### src/rtl/cpu_disp_pkg.sv
// Shared constants and types for the CPU board display controller:
// digit count, page-select encoding, hex glyph table and digit-enable helper.
package cpu_disp_pkg;

    localparam int NUM_DIGITS = 4;

    typedef logic [$clog2(NUM_DIGITS)-1:0] digit_idx_t;

    typedef enum logic [1:0] {
        PAGE_PC  = 2'b00,
        PAGE_RS  = 2'b01,
        PAGE_RT  = 2'b10,
        PAGE_ALU = 2'b11
    } page_e;

    // Digit whose decimal point separates the two displayed bytes.
    localparam digit_idx_t DP_DIGIT = digit_idx_t'(2);

    // Active-low glyphs {g,f,e,d,c,b,a} indexed by hex value; A-F drawn as "A b C d E F".
    localparam logic [15:0][6:0] HEX_SEG = {
        7'h0E,  // F
        7'h06,  // E
        7'h21,  // d
        7'h46,  // C
        7'h03,  // b
        7'h08,  // A
        7'h10,  // 9
        7'h00,  // 8
        7'h78,  // 7
        7'h02,  // 6
        7'h12,  // 5
        7'h19,  // 4
        7'h30,  // 3
        7'h24,  // 2
        7'h79,  // 1
        7'h40   // 0
    };

    function automatic logic [NUM_DIGITS-1:0] digit_enable(input digit_idx_t idx);
        return ~(NUM_DIGITS'(1) << idx);
    endfunction

endpackage

### src/rtl/step_debouncer.sv
// Synchronizes and debounces the step push-button into a stable level plus a press pulse.
// STEP_DEBOUNCE_EN selects the counting debouncer; without it the level follows the synchronizer.
module step_debouncer #(
    parameter int DB_CYCLES = 1000000
) (
    input  logic clk,
    input  logic Reset,
    input  logic btn_i,
    output logic level_o,
    output logic pulse_o
);

    if (DB_CYCLES < 2) begin : g_db_cycles_check
        $error("step_debouncer: DB_CYCLES must be at least 2");
    end

    logic sync1_q;
    logic sync2_q;
    logic stable_q;
    logic stable_d;
    logic prev_q;
    logic pulse_q;

`ifdef STEP_DEBOUNCE_EN
    localparam int CNT_W = $clog2(DB_CYCLES);

    logic [CNT_W-1:0] cnt_q;
    logic [CNT_W-1:0] cnt_d;

    // Any sample agreeing with the accepted level restarts the full interval.
    always_comb begin
        stable_d = stable_q;
        cnt_d    = '0;
        if (sync2_q != stable_q) begin
            if (cnt_q == CNT_W'(DB_CYCLES - 1)) begin
                stable_d = sync2_q;
            end else begin
                cnt_d = cnt_q + 1'b1;
            end
        end
    end

    always_ff @(posedge clk) begin
        if (Reset) begin
            cnt_q <= '0;
        end else begin
            cnt_q <= cnt_d;
        end
    end
`else
    always_comb begin
        stable_d = sync2_q;
    end
`endif

    always_ff @(posedge clk) begin
        if (Reset) begin
            sync1_q  <= 1'b0;
            sync2_q  <= 1'b0;
            stable_q <= 1'b0;
            prev_q   <= 1'b0;
            pulse_q  <= 1'b0;
        end else begin
            sync1_q  <= btn_i;
            sync2_q  <= sync1_q;
            stable_q <= stable_d;
            prev_q   <= stable_q;
            // Pulse lands in the cycle after the accepted level first reads high.
            pulse_q  <= stable_q & ~prev_q;
        end
    end

    assign level_o = stable_q;
    assign pulse_o = pulse_q;

endmodule

### src/rtl/cpu_display_ctrl.sv
// Board-side CPU companion: debounced step clock (STEP_DEBOUNCE_EN selects the debouncer)
// and a 4-digit multiplexed seven-segment view of a switch-selected pair of CPU buses.
module cpu_display_ctrl
    import cpu_disp_pkg::*;
#(
    parameter int SCAN_DIV  = 100000,
    parameter int DB_CYCLES = 1000000
) (
    input  logic        clk,
    input  logic        Reset,
    input  logic        btn_step,
    input  logic [1:0]  sw_sel,
    input  logic [31:0] currentIAddr,
    input  logic [31:0] nextIAddr,
    input  logic [4:0]  rs,
    input  logic [4:0]  rt,
    input  logic [31:0] ReadData1,
    input  logic [31:0] ReadData2,
    input  logic [31:0] ALU_result,
    input  logic [31:0] DataBus,
    output logic        cpu_clk,
    output logic        step_pulse,
    output logic [3:0]  an,
    output logic [7:0]  seg
);

    if (SCAN_DIV < 2) begin : g_scan_div_check
        $error("cpu_display_ctrl: SCAN_DIV must be at least 2");
    end

    localparam int SCAN_W = $clog2(SCAN_DIV);

    logic [SCAN_W-1:0]     scan_q;
    logic [SCAN_W-1:0]     scan_d;
    digit_idx_t            idx_q;
    digit_idx_t            idx_d;
    logic [NUM_DIGITS-1:0] an_q;
    logic [NUM_DIGITS-1:0] an_d;
    logic [7:0]            seg_q;
    logic [7:0]            seg_d;
    logic [7:0]            left_byte;
    logic [7:0]            right_byte;
    logic [15:0]           shown_word;
    logic [3:0]            nibble;

    step_debouncer #(
        .DB_CYCLES (DB_CYCLES)
    ) u_step_debouncer (
        .clk     (clk),
        .Reset   (Reset),
        .btn_i   (btn_step),
        .level_o (cpu_clk),
        .pulse_o (step_pulse)
    );

    // Only the low byte of each wide bus is ever displayed.
    logic unused_upper_bits;
    assign unused_upper_bits = ^{currentIAddr[31:8], nextIAddr[31:8], ReadData1[31:8],
                                 ReadData2[31:8], ALU_result[31:8], DataBus[31:8]};

    always_comb begin
        left_byte  = currentIAddr[7:0];
        right_byte = nextIAddr[7:0];
        case (page_e'(sw_sel))
            PAGE_PC: begin
                left_byte  = currentIAddr[7:0];
                right_byte = nextIAddr[7:0];
            end
            PAGE_RS: begin
                left_byte  = {3'b000, rs};
                right_byte = ReadData1[7:0];
            end
            PAGE_RT: begin
                left_byte  = {3'b000, rt};
                right_byte = ReadData2[7:0];
            end
            PAGE_ALU: begin
                left_byte  = ALU_result[7:0];
                right_byte = DataBus[7:0];
            end
            default: begin
                left_byte  = currentIAddr[7:0];
                right_byte = nextIAddr[7:0];
            end
        endcase
    end

    // Digit 0 is the rightmost, so the index walks the word from its low nibble upward.
    always_comb begin
        shown_word = {left_byte, right_byte};
        nibble     = shown_word[{idx_q, 2'b00} +: 4];
    end

    always_comb begin
        scan_d = scan_q + 1'b1;
        idx_d  = idx_q;
        if (scan_q == SCAN_W'(SCAN_DIV - 1)) begin
            scan_d = '0;
            idx_d  = idx_q + 1'b1;
        end
    end

    always_comb begin
        an_d  = digit_enable(idx_q);
        seg_d = {(idx_q != DP_DIGIT), HEX_SEG[nibble]};
    end

    always_ff @(posedge clk) begin
        if (Reset) begin
            scan_q <= '0;
            idx_q  <= '0;
            an_q   <= '1;
            seg_q  <= 8'hFF;
        end else begin
            scan_q <= scan_d;
            idx_q  <= idx_d;
            an_q   <= an_d;
            seg_q  <= seg_d;
        end
    end

    assign an  = an_q;
    assign seg = seg_q;

endmodule
### config.mk
export PLATFORM = sky130hd
export DESIGN_NAME = cpu_display_ctrl
export DESIGN_NICKNAME = d
export VERILOG_FILES = /design/src/rtl/cpu_disp_pkg.sv /design/src/rtl/step_debouncer.sv /design/src/rtl/cpu_display_ctrl.sv
export SDC_FILE = /design/constraint.sdc
export NUM_CORES = 1
export LEC_CHECK = 0
export BUFFER_PORTS_ARGS = -buffer_cell sky130_fd_sc_hd__clkbuf_2
export CAP_MARGIN = 20
export CORE_AREA = 2 2 86 88
export DETAILED_ROUTE_END_ITERATION = 6
export DIE_AREA = 0 0 88 90
export PLACE_DENSITY_LB_ADDON = 0.15
export SYNTH_ARGS = -nofsm -noshare
export SYNTH_HDL_FRONTEND = slang
export SYNTH_HIERARCHICAL = 1
export SYNTH_SLANG_ARGS = --single-unit
export TNS_END_PERCENT = 1
### constraint.sdc
create_clock -name clk -period 2.58 [get_ports clk]
set_input_delay 0.258 -clock clk [delete_from_list [all_inputs] [get_ports clk]]
set_output_delay 0.258 -clock clk [all_outputs]
set_load 0.01 [all_outputs]
# Word level (Yosys, flattened, before mapping)
# Memories as Yosys holds them, arrays and structs flattened. A register that Yosys moved wholly into a read port is not among the register bits.
# Cells that the tools add are included.
dict set report word_totals {
  ff_bits 36
  rom_bits 112
  inputBits 207
  out_inout_bits 14
  wordCells 28
  n_memories 1
}
# name depth width read_ports rd_clocked_by_memory_dff wr line_no
set mem_list {}
lappend mem_list {{(no name shown)} 16 7 1 1 0 cpu_display_ctrl.sv:105} ;# seg_d = {(idx_q != DP_DIGIT), HEX_SEG[nibble]};
dict set report op_classes {
  addsub 2
  n_lt_le_gt_ge 1
  n_eq_ne 5
  n_shift 2
  mux 3
  bitwise 3
  reduce_logical 2
}
# cell count
set op_table {}
lappend op_table {{$pmux W8 S4} 2}
lappend op_table {{$add A17 B1 Y17 const B} 1}
lappend op_table {{$eq A17 B17 Y1 const B} 1}
lappend op_table {{$shiftx A16 B5 Y4} 1}
lappend op_table {{$mux W7} 1}
lappend op_table {{$lt A4 B5 Y1 const B} 1}
lappend op_table {{$eq A2 B2 Y1 const B} 2}
lappend op_table {{$not A4 Y4} 1}
lappend op_table {{$shl A1 B2 Y4 const A} 1}
lappend op_table {{$add A2 B1 Y2 const B} 1}
lappend op_table {{$eq A2 B1 Y1 const B} 1}
lappend op_table {{$logic_not A2 Y1} 1}
lappend op_table {{$ne A2 B2 Y1 const B} 1}
lappend op_table {{$reduce_or A2 Y1} 1}
lappend op_table {{$and A1 B1 Y1} 1}
lappend op_table {{$not A1 Y1} 1}

# Longest topological paths before layout
# Gate-level depths: netlist (run 1).
dict set report logic_depth {
  word_depth 5
  ltp_mapped 11
  depth_no_buf 9
}

# Modules after synthesis
# The synthesis (run 1) kept the hierarchy.
# module instances cells_each area_each_um2 seq_area_each_um2
set by_module_without_submodules {}
lappend by_module_without_submodules {cpu_display_ctrl 1 210 1928.1 600.6}
lappend by_module_without_submodules {step_debouncer 1 10 137.6 100.1}

# Worst setup path after synthesis (run 1)
# OpenSTA, ideal clock, no wires.
dict set report synth_timing {
  path_kind {input-to-reg}
  from {input sw_sel[0]}
  to {register seg_q[5], in the netlist seg[5]}
  setup_ps 122
  t_arrival_ps 2456
  required_time_ps 2458
  path_slack_ps 2
  stages 9
  path_buffers 2
  cell_sequence {buf_4 buf_4 mux4_2 nor2_1 o31ai_1 inv_1 ha_1 mux2_1 a221o_1}
}
dict set report synth_via {
  elab_chain_len 3
  word_cells_on_any_way 7
  cone_classes {3 x eq/ne; 1 x shift; 2 x mux; 1 x reduce/logical}
}
# item line_no
set synth_lines {}
lappend synth_lines {{start, declared} cpu_display_ctrl.sv:12} ;# input logic [1:0] sw_sel,
lappend synth_lines {{$eq A2 B2 Y1, or another cell as far along} cpu_display_ctrl.sv:64} ;# case (page_e'(sw_sel))
lappend synth_lines {{$pmux W8 S4} cpu_display_ctrl.sv:64}
lappend synth_lines {{$shiftx A16 B5 Y4 (*)} cpu_display_ctrl.sv:91} ;# nibble = shown_word[{idx_q, 2'b00} +: 4];
lappend synth_lines {{end, declared} cpu_display_ctrl.sv:39} ;# logic [7:0] seg_q;
# Mark *: on every way between the ends. The rest lies on a longest branch, timed or not.
# A chain may end at the register's enable or synchronous reset.

# Final worst setup path (run 1)
dict set report layout_timing {
  from {register idx_q[0]}
  to {register seg_q[5], in the netlist seg[5]}
}
dict set report layout_via {
  elab_chain_len 1
}
# item line_no
set layout_lines {}
lappend layout_lines {{start, declared} cpu_display_ctrl.sv:35} ;# digit_idx_t idx_q;
lappend layout_lines {{start signal, assigned} cpu_display_ctrl.sv:116} ;# idx_q <= idx_d;
lappend layout_lines {{$shiftx A16 B5 Y4} cpu_display_ctrl.sv:91}
# No other way between the ends.

==> metrics, run 1 <==
CTS max path bufs=2; Worst-Margin Slew=~0.5 ns; Critical Path End=seg[5]; die width=around 88 microns; Clk pin slew, worst setup/hold paths=0.07 ns; vias after detailed routing=1860; Initial Util=a little under 30%; largest net degree at the start of global routing=26; global-route wire length before repair=approximately 8.7 mm; slew margin rel.=approximately two thirds; number of diodes=0; largest family of logic cells by synthesized area=simple AND/OR/NAND/NOR gates; Hold Path Class=input pin to flop; xor/xnor share of the synthesized area=under 10%; Pint=around 1 mW; io pins=roughly 220; root buffer cell=clkbuf_8; fraction of layout cells with a size suffix above 1=between 30 and 40%; CTS Buf Count=5; Sw Pwr=324.7 uW; Starting DRT DRC Count=47; CTS resizes=0; Tcrit/Tclk final=93.84%; RR Startpoint=idx_q[0]; die footprint=about 0.0079 sq mm; final setup fails=0; Max Cap Violations=0; Max FO, Critical Path=11; Routed WL=between 5 and 6 mm; R2R setup slack=roughly 0.16 ns; hold_sp=btn_step; initial antenna violation count=0; clock share of power=between 30% and 40%; WL/cell=approximately 13 microns; startpoint type of the worst setup path=flop; Peak supply drop=between 0.15 and 0.2 mV; Compound-Gate Fraction of Synth Area=between 10% and 20%; die height=about 90 microns; number of enable flip-flop cells after synthesis=0; drt drc=0; GPL Wtd Cong=around 0.80; Detailed Place HPWL=4.253 mm; final instance area=between 0.002 and 0.003 sq mm; Total GRT Usage=13.95%; port bufs=76; run status=finished clean; pre-CTS setup slack=0.002114 ns; Critical path buffers and inverters=2; Seq pwr share=42.8%; Crit-path slowest cell=dfxtp_1; Tmin final=approximately 2.4 ns; vias in the first global route=approximately 1800; largest area contributor in the netlist=dfxtp_1; Clock Latency Late Sink=between 0.2 and 0.3 ns; post-synthesis mux area share=between 10% and 20%; number of fill cells in the layout=between 700 and 800; clock sink count=35; num rows=31; Slew Viols, Final=0; worst reg2reg path depth=8; Post-Synth Simple-Gate Area=20.59%; TNS Setup=0 ns; most used cell along the critical path=buf_4; critical path depth in cells=8; Post-DRT Antenna Nets=0; synthesized instance count=220; mapped cell area=approximately 0.0021 sq mm; Vias/cell=between 4 and 5; ys async rst share=0%; worst flop-to-flop path endpoint=seg[5]; synthesized area per cell=9.390 sq um; fin nets=approximately 520; Critical Path Source=idx_q[0]; worst setup margin=between 0.15 and 0.2 ns; slowest stage delay, CP=about 0.42 ns; Leakage Power=approximately 1.2 nW; Synth cell types=a little over 50; Post-Route Skew=approximately 0.0062 ns; CP delay by family, top=multiplexers; gr ovfl total=0; Area growth, synth to finish=32.34%; CP arrival=between 2 and 3 ns; TritonCTS clock tree=done; Placed Instance Area=0.002608 sq mm; switching share of power=between 20% and 30%; fmax=a little over 0.4 GHz; overall power=1.335 mW; Worst setup EP type=flop; post-synthesis sequential area ratio=33.92%; worst endpoint required time=about 2.8 ns; post-synthesis adder-cell area fraction=roughly 6.7%; unrepaired setup endpoints after global routing=false; Main synth FF type=dfxtp_1; top-area cell type share of the netlist area=roughly a third; Hold-fix buffers, CTS=0; top cells by area, synth=dfxtp_1, ha_1, nor2_1, mux4_2, xor2_1; CP Cell Sequence=buf_4, mux2_2, a21oi_1, a22oi_2, buf_4, ha_1, mux2_1, a221o_1; Comb power frac=a little under a fifth; PwrDens=488.3 mW/mm^2; FF+latch count, synth=35; WS Path Type=flop to flop; Synth Net Count=438; H-tree depth=2; setup repair bufs after CTS=0; Ys Warns=13; DRT Pass-1 Iters=4; Final Hold Viols=0; core region area=around 0.007 sq mm
worst reg2reg max path: cells and delay by family (launching register included):
kind,cells,cell delay (ns)
buffers and inverters,2,0.40
adder cells (fa/ha/maj),1,0.25
flip-flops,1,0.42
AO/OA/AOI/OAI,3,0.57
multiplexers,2,0.67
cell families after synthesis:
| kind of cell | after synthesis |
|---|---|
| buf+inv | 23 |
| compound gates | 32 |
| mux | 18 |
| flops | 35 |
| fa+ha+maj | 11 |
| simple gates | 85 |
| xor+xnor | 16 |
flip-flops by register name, indices dropped and copies added (netlist names):
name,count
u_step_debouncer/level_o,1
u_step_debouncer/sync1_q,1
seg,7
u_step_debouncer/prev_q,1
scan_q,17
u_step_debouncer/pulse_o,1
idx_q,2
u_step_debouncer/stable_d,1
an,4
Yosys cell counts, types with 3 or more instances:
cell type  instances
inv_1              7
nand3_1            9
a221oi_1           3
nand2_1           10
nor2_1            33
ha_1              11
a21oi_1            7
xnor2_1            5
mux2_1             4
mux4_2             5
buf_4              4
nor2b_1            6
buf_2              3
nor3_1             5
and3_1             4
nand2b_1           5
mux2i_1            6
xor2_1            11
dfxtp_1           35
nand4_1            3
clkbuf_1           4
power by group through the flow:
stage / Combinational (mW) / Sequential (mW) / Clock [mW]
5_1_grt: 0.283 / 0.574 / 0.553
3_3_place_gp: 0.254 / 0.583 / 0
2_1_floorplan: 0.139 / 0.592 / 0
4_1_cts: 0.254 / 0.571 / 0.535
6_report: 0.250 / 0.571 / 0.514
3_5_place_dp: 0.253 / 0.583 / 0
placed cells by master (no fill, tap or decap), drive strengths merged, types with 6 or more instances in the layout:
cell	netlist	layout
a21oi	7	7
buf	9	16
clkbuf	4	82
dfxtp	35	35
ha	11	11
inv	8	9
mux2i	6	6
mux4	7	7
nand2	11	11
nand3	9	9
nor2	33	33
nor2b	6	6
xor2	11	11
metal layers:
layer | vias up | share of wire [%] | track usage, %
met5 | - | 0 | 0
met4 | 0 | 1.2 | 4.359
met3 | 7 | 9.1 | 5.510
met2 | 69 | 45 | 21.65
met1 | 829 | 45 | 17.62
li1 | 955 | - | -
area by class of cell:
type | count | area, sq um | share of cell area [%]
multi-input combinational | 162 | 1250 | 45.72
sequential | 35 | 700.7 | 25.63
timing repair buffer | 92 | 500.5 | 18.31
tap | 99 | 123.9 | 4.531
clock buffer | 6 | 82.58 | 3.021
clock inverter | 2 | 38.79 | 1.419
inverter | 10 | 37.54 | 1.373
stage by stage:
step                      std cells  utilization [%]  hold slack, ns
after floorplan                 220                -          0.3287
after global placement          398            37.14          0.4015
after detailed placement        398            37.14          0.3973
after CTS                       406            38.87          0.1970
after global routing            406            38.94          0.1946
final                           406            38.94          0.2060
worst min path at each step:
stage | end | slack [ns] | cells after the start
CTS | u_step_debouncer/sync1_q | 0.20 | 2
global placement | u_step_debouncer/pulse_o | 0.40 | 1
finish | u_step_debouncer/sync1_q | 0.21 | 2
global route | u_step_debouncer/sync1_q | 0.19 | 2
floorplan | u_step_debouncer/pulse_o | 0.33 | 1
detailed placement | u_step_debouncer/pulse_o | 0.40 | 1
Power figures use the tool's default switching activity.
==> inputs of run 2 (changes only) <==
Settings changed: CTS_BUF_LIST from default to sky130_fd_sc_hd__clkbuf_8.
Clock period 2.58 ns to 2.4 ns, I/O delays scaled along.
==> run 2 against run 1 <==
Worst setup slack lost 0.044 ns. Clock power shrank 18%. Design area grew 1.7%. Global-route usage grew 0.34 points. Maximum frequency grew 5.9%. Sequential share of layout area shrank 0.30 points. Clock skew shrank 0.0022 ns. Critical path depth shrank 2. Sequential cell count is the same.
==> metrics, run 2 (synthesized netlist as in run 1, its figures left out) <==
Area growth, synth to finish=34.65%; Worst setup EP type=flop; TritonCTS clock tree=done; number of diodes=0; final instance area=between 0.002 and 0.003 sq mm; clock sink count=35; GPL Wtd Cong=~0.8; uppermost layer routed=met4; slowest stage delay, CP=0.52 ns; Peak supply drop=about 0.17 mV; die height=around 90 microns; Post-Route Skew=0.004026 ns; Post-DRT Antenna Nets=0; die footprint=between 0.007 and 0.008 sq mm; Worst-Margin Slew=just under 0.9 ns; core region area=approximately 0.0070 sq mm; port bufs=76; vias after detailed routing=between 1500 and 2000; WL met3=509 microns; WL met2=between 2 and 2.5 mm; Final Hold Viols=0; Most flops, register=scan_q; Tcrit/Tclk final=between 90% and 100%; Clock Latency Late Sink=0.28 ns; Initial Util=~29%; DRT Pass-1 Iters=4; Clk pin slew, worst setup/hold paths=about 0.07 ns; Max FO, Critical Path=9; Total GRT Usage=between 10 and 15%; Critical path buffers and inverters=2; worst endpoint required time=2.57 ns; Metal-1 WL=2.327 mm; Hold Path Class=input pin to flop; io pins=roughly 220; gr ovfl total=0; Detailed Place HPWL=between 4 and 5 mm; num rows=31; H-tree depth=2; max FFs per register=17; overall power=1.321 mW; CP Cell Sequence=clkinv_1, o31ai_2, inv_1, ha_1, mux2_1, a221o_1; cell count after placement=roughly 410; root buffer cell=clkbuf_8; Post-Layout Cell Count=slightly above 400; Placed Instance Area=0.002678 sq mm; CTS Buf Count=5; Hold-fix buffers, CTS=0; CTS max path bufs=2; Starting DRT DRC Count=between 40 and 50; WS Path Type=flop to flop; startpoint type of the worst setup path=flop; WL/cell=around 13 microns; initial antenna violation count=0; fmax=between 0.4 and 0.5 GHz; CP arrival=between 2 and 2.5 ns; CP delay by family, top=compound AO/OA/AOI/OAI gates; Tmin final=2.285 ns; setup repair bufs after CTS=0; Leakage Power=1.269 nW; Crit-path slowest cell=o31ai_2; unrepaired setup endpoints after global routing=false; fin nets=around 530; vias in the first global route=slightly below 2000; Routed WL=5.236 mm; slew margin rel.=between 40% and 50%; die width=a little under 90 microns; Slew Viols, Final=0; run status=finished clean; final setup fails=0; global-route wire length before repair=about 9 mm; largest net degree at the start of global routing=26; fraction of layout cells with a size suffix above 1=39.30%; Max Cap Violations=0; Vias/cell=4.624; drt drc=0; commonest non-fill, non-tap cells in the layout=clkbuf_2, dfxtp_1, nor2_1, buf_4; PwrDens=474.9 mW/mm^2; commonest non-fill, non-tap cell in the layout=clkbuf_2
[run 2: stage by stage]
step	setup TNS (ns)	hold WS [ns]	setup slack (ns)	utilization [%]
floorplan	-0.1661	0.3107	-0.1246	-
global placement	-0.3209	0.4026	-0.08626	38.14
detailed placement	-0.2939	0.4056	-0.08781	38.14
CTS	0	0.1984	0.09367	39.40
global route	0	0.2080	0.04164	39.62
finish	0	0.1982	0.1147	39.62
[run 2: layout make-up]
cell class	count	area, sq um
clock inverter	1	5.005
clock buffer	6	82.58
tap	99	123.9
sequential	35	704.4
fill	730	4239
multi-input combinational	162	1262
timing repair buffer	99	565.5
inverter	10	37.54
[run 2: layer usage]
metal	vias to the layer above	track usage [%]
met1	863	17.33
met4	0	5.385
met5	-	0
met3	8	6.061
met2	70	22.22
li1	964	-
[run 2: where the power goes]
part	total (mW)	switching, mW	internal [mW]
sequential	0.613	0.00930	0.604
combinational	0.287	0.134	0.153
clock	0.420	0.196	0.225
[run 2: worst paths after layout]
kind,start,end,slack [ns],depth (start not counted)
worst min register to register,u_step_debouncer/prev_q,u_step_debouncer/pulse_o,0.41,1
worst max-delay path,idx_q[1],seg[5],0.11,6
worst max register to register,idx_q[1],seg[5],0.11,6
worst min-delay path,btn_step,u_step_debouncer/sync1_q,0.20,2
[run 2: what timing repair did]
item                       CTS  global route
cloned                       0             0
setup endpoints to repair    2             3
resized for setup            1             3
==> inputs of run 3 (changes only) <==
Settings changed: CAP_MARGIN 20 to default, REMOVE_ABC_BUFFERS from default to 1.
==> run 3 against run 2 <==
Sequential power about the same. Design area down 1.7%. Total power down 4.9%. Routed wire length down 5.9%. Die area unchanged. Sequential cell count unchanged. Worst hold slack worse by 0.029 ns. First-iteration DRC count unchanged. Clock power down 12%. Critical endpoint is now seg[6].
==> metrics, run 3 (synthesized netlist as in run 1, its figures left out) <==
max FFs per register=17; Sw Pwr=~320 uW; Most flops, register=scan_q; port bufs=76; DRT Pass-1 Iters=4; final instance area=about 0.0027 sq mm; overall power=between 1 and 1.5 mW; core region area=0.007020 sq mm; die width=88 microns; gr ovfl total=0; run status=finished clean; met1 Usage GRT=around 16%; number of diodes=0; Max FO, Critical Path=10; Peak supply drop=0.1677 mV; drt drc=0; Hold Slack=between 0.15 and 0.2 ns; Detailed Place HPWL=3.940 mm; commonest non-fill, non-tap cell in the layout=clkbuf_2; clock share of power=just under 30%; Final Hold Viols=0; Post-DRT Antenna Nets=0; Max Cap Violations=0; Hold Path Class=input pin to flop; initial antenna violation count=0; Vias/cell=roughly 4.5; Pint=936.5 uW; pre-CTS setup slack=-0.1188 ns; worst endpoint required time=between 2 and 3 ns; Initial Util=between 20 and 30%; TritonCTS clock tree=done; vias after detailed routing=1859; WS Path Type=flop to flop; Total GRT Usage=12.98%; io pins=about 220; WL/cell=around 12 microns; global-route wire length before repair=8.197 mm; Placed Instance Area=between 0.002 and 0.003 sq mm; Worst-Margin Slew=between 0.4 and 0.5 ns; Leakage Power=1.243 nW; PwrDens=459.5 mW/mm^2; root buffer cell=clkbuf_8; switching share of power=25.46%; met3 Track Usage GR=between 3 and 4%; GRT Max-Usage Layer=met2; final setup fails=0; post-layout util=38.94%; largest net degree at the start of global routing=26; CTS Buf Count=5; CP arrival=2.44 ns; Comb power frac=a little over a fifth; Worst setup EP type=flop; Clock Latency Late Sink=around 0.28 ns; Area growth, synth to finish=32.34%; vias in the first global route=around 1900; Seq pwr share=between 40% and 50%; fmax=~0.44 GHz; Routed WL=4.928 mm; GPL Wtd Cong=about 0.77; clock sink count=35; fraction of layout cells with a size suffix above 1=roughly two fifths; Hold-fix buffers, CTS=0; worst setup margin=~0.12 ns; H-tree depth=2; Post-Route Skew=about 0.0063 ns; Starting DRT DRC Count=44; die height=around 90 microns; number of fill cells in the layout=slightly below 700; Tmin final=around 2.3 ns; die footprint=between 0.007 and 0.008 sq mm; fin nets=between 500 and 600; Clk pin slew, worst setup/hold paths=about 0.060 ns; Slew Viols, Final=0; slew margin rel.=roughly 69%; commonest non-fill, non-tap cells in the layout=clkbuf_2, dfxtp_1, nor2_1, buf_4, xor2_1; startpoint type of the worst setup path=flop; unrepaired setup endpoints after global routing=false; num rows=31; M2 GR Usage=roughly a fifth; Tcrit/Tclk final=between 90% and 100%; CTS max path bufs=2
## run 3: changes by cell type in the layout (fill, tap and decap cells not counted), sizes merged
| cell | before | now |
|---|---|---|
| buf | 23 | 21 |
| clkinv | 3 | 2 |
| inv | 8 | 9 |
| clkbuf | 82 | 81 |
## run 3: final timing paths
path / from / to / slack, ns / cells past startpoint
setup / recovery: idx_q[0] / seg[6] / 0.12 / 10
hold reg to reg: u_step_debouncer/prev_q / u_step_debouncer/pulse_o / 0.40 / 1
hold / removal: btn_step / u_step_debouncer/sync1_q / 0.17 / 2
setup reg to reg: idx_q[0] / seg[6] / 0.12 / 10
## run 3: critical path: stages (launching register included)
cell and delay, ns:
dfxtp_4 0.39, buf_4 0.18, nor2b_1 0.21, a32o_1 0.20
o31ai_2 0.08, o31ai_2 0.09, inv_1 0.11, buf_4 0.15
ha_1 0.20, mux2_1 0.29, a211o_1 0.26
## run 3: layout make-up
class	instances	area [sq um]	share of cell area, %
Multi-Input combinational cell	162	1257	46.00
Sequential cell	35	704.4	25.77
Timing Repair Buffer	97	538.0	19.68
Tap cell	99	123.9	4.531
Clock buffer	5	68.82	2.517
Inverter	10	37.54	1.373
Clock inverter	1	3.754	0.1373
## run 3: timing repair
item                       CTS  global route
gates resized for setup      1             4
setup endpoints to repair    4             7
setup buffers                0             0
pin swaps                    0             1
## run 3: power by group through the flow
stage	Clock, mW	Combinational (mW)	Sequential [mW]
after floorplan	0	0.127	0.636
after global placement	0	0.273	0.628
after detailed placement	0	0.272	0.628
after CTS	0.393	0.273	0.615
after global routing	0.411	0.302	0.616
final	0.370	0.272	0.614
## run 3: stage by stage
step           std cells  setup TNS (ns)
4_1_cts              409               0
3_5_place_dp         403         -0.4345
5_1_grt              409               0
6_report             409               0
3_3_place_gp         403         -0.4440
2_1_floorplan        207          -2.100
## run 3: routing by layer
metal	up-vias	wire [microns]	share of wire [%]
li1	964	-	-
met1	803	2242	45
met2	82	2217	45
met3	10	370	7.5
met4	0	98	2.0
met5	-	0	0
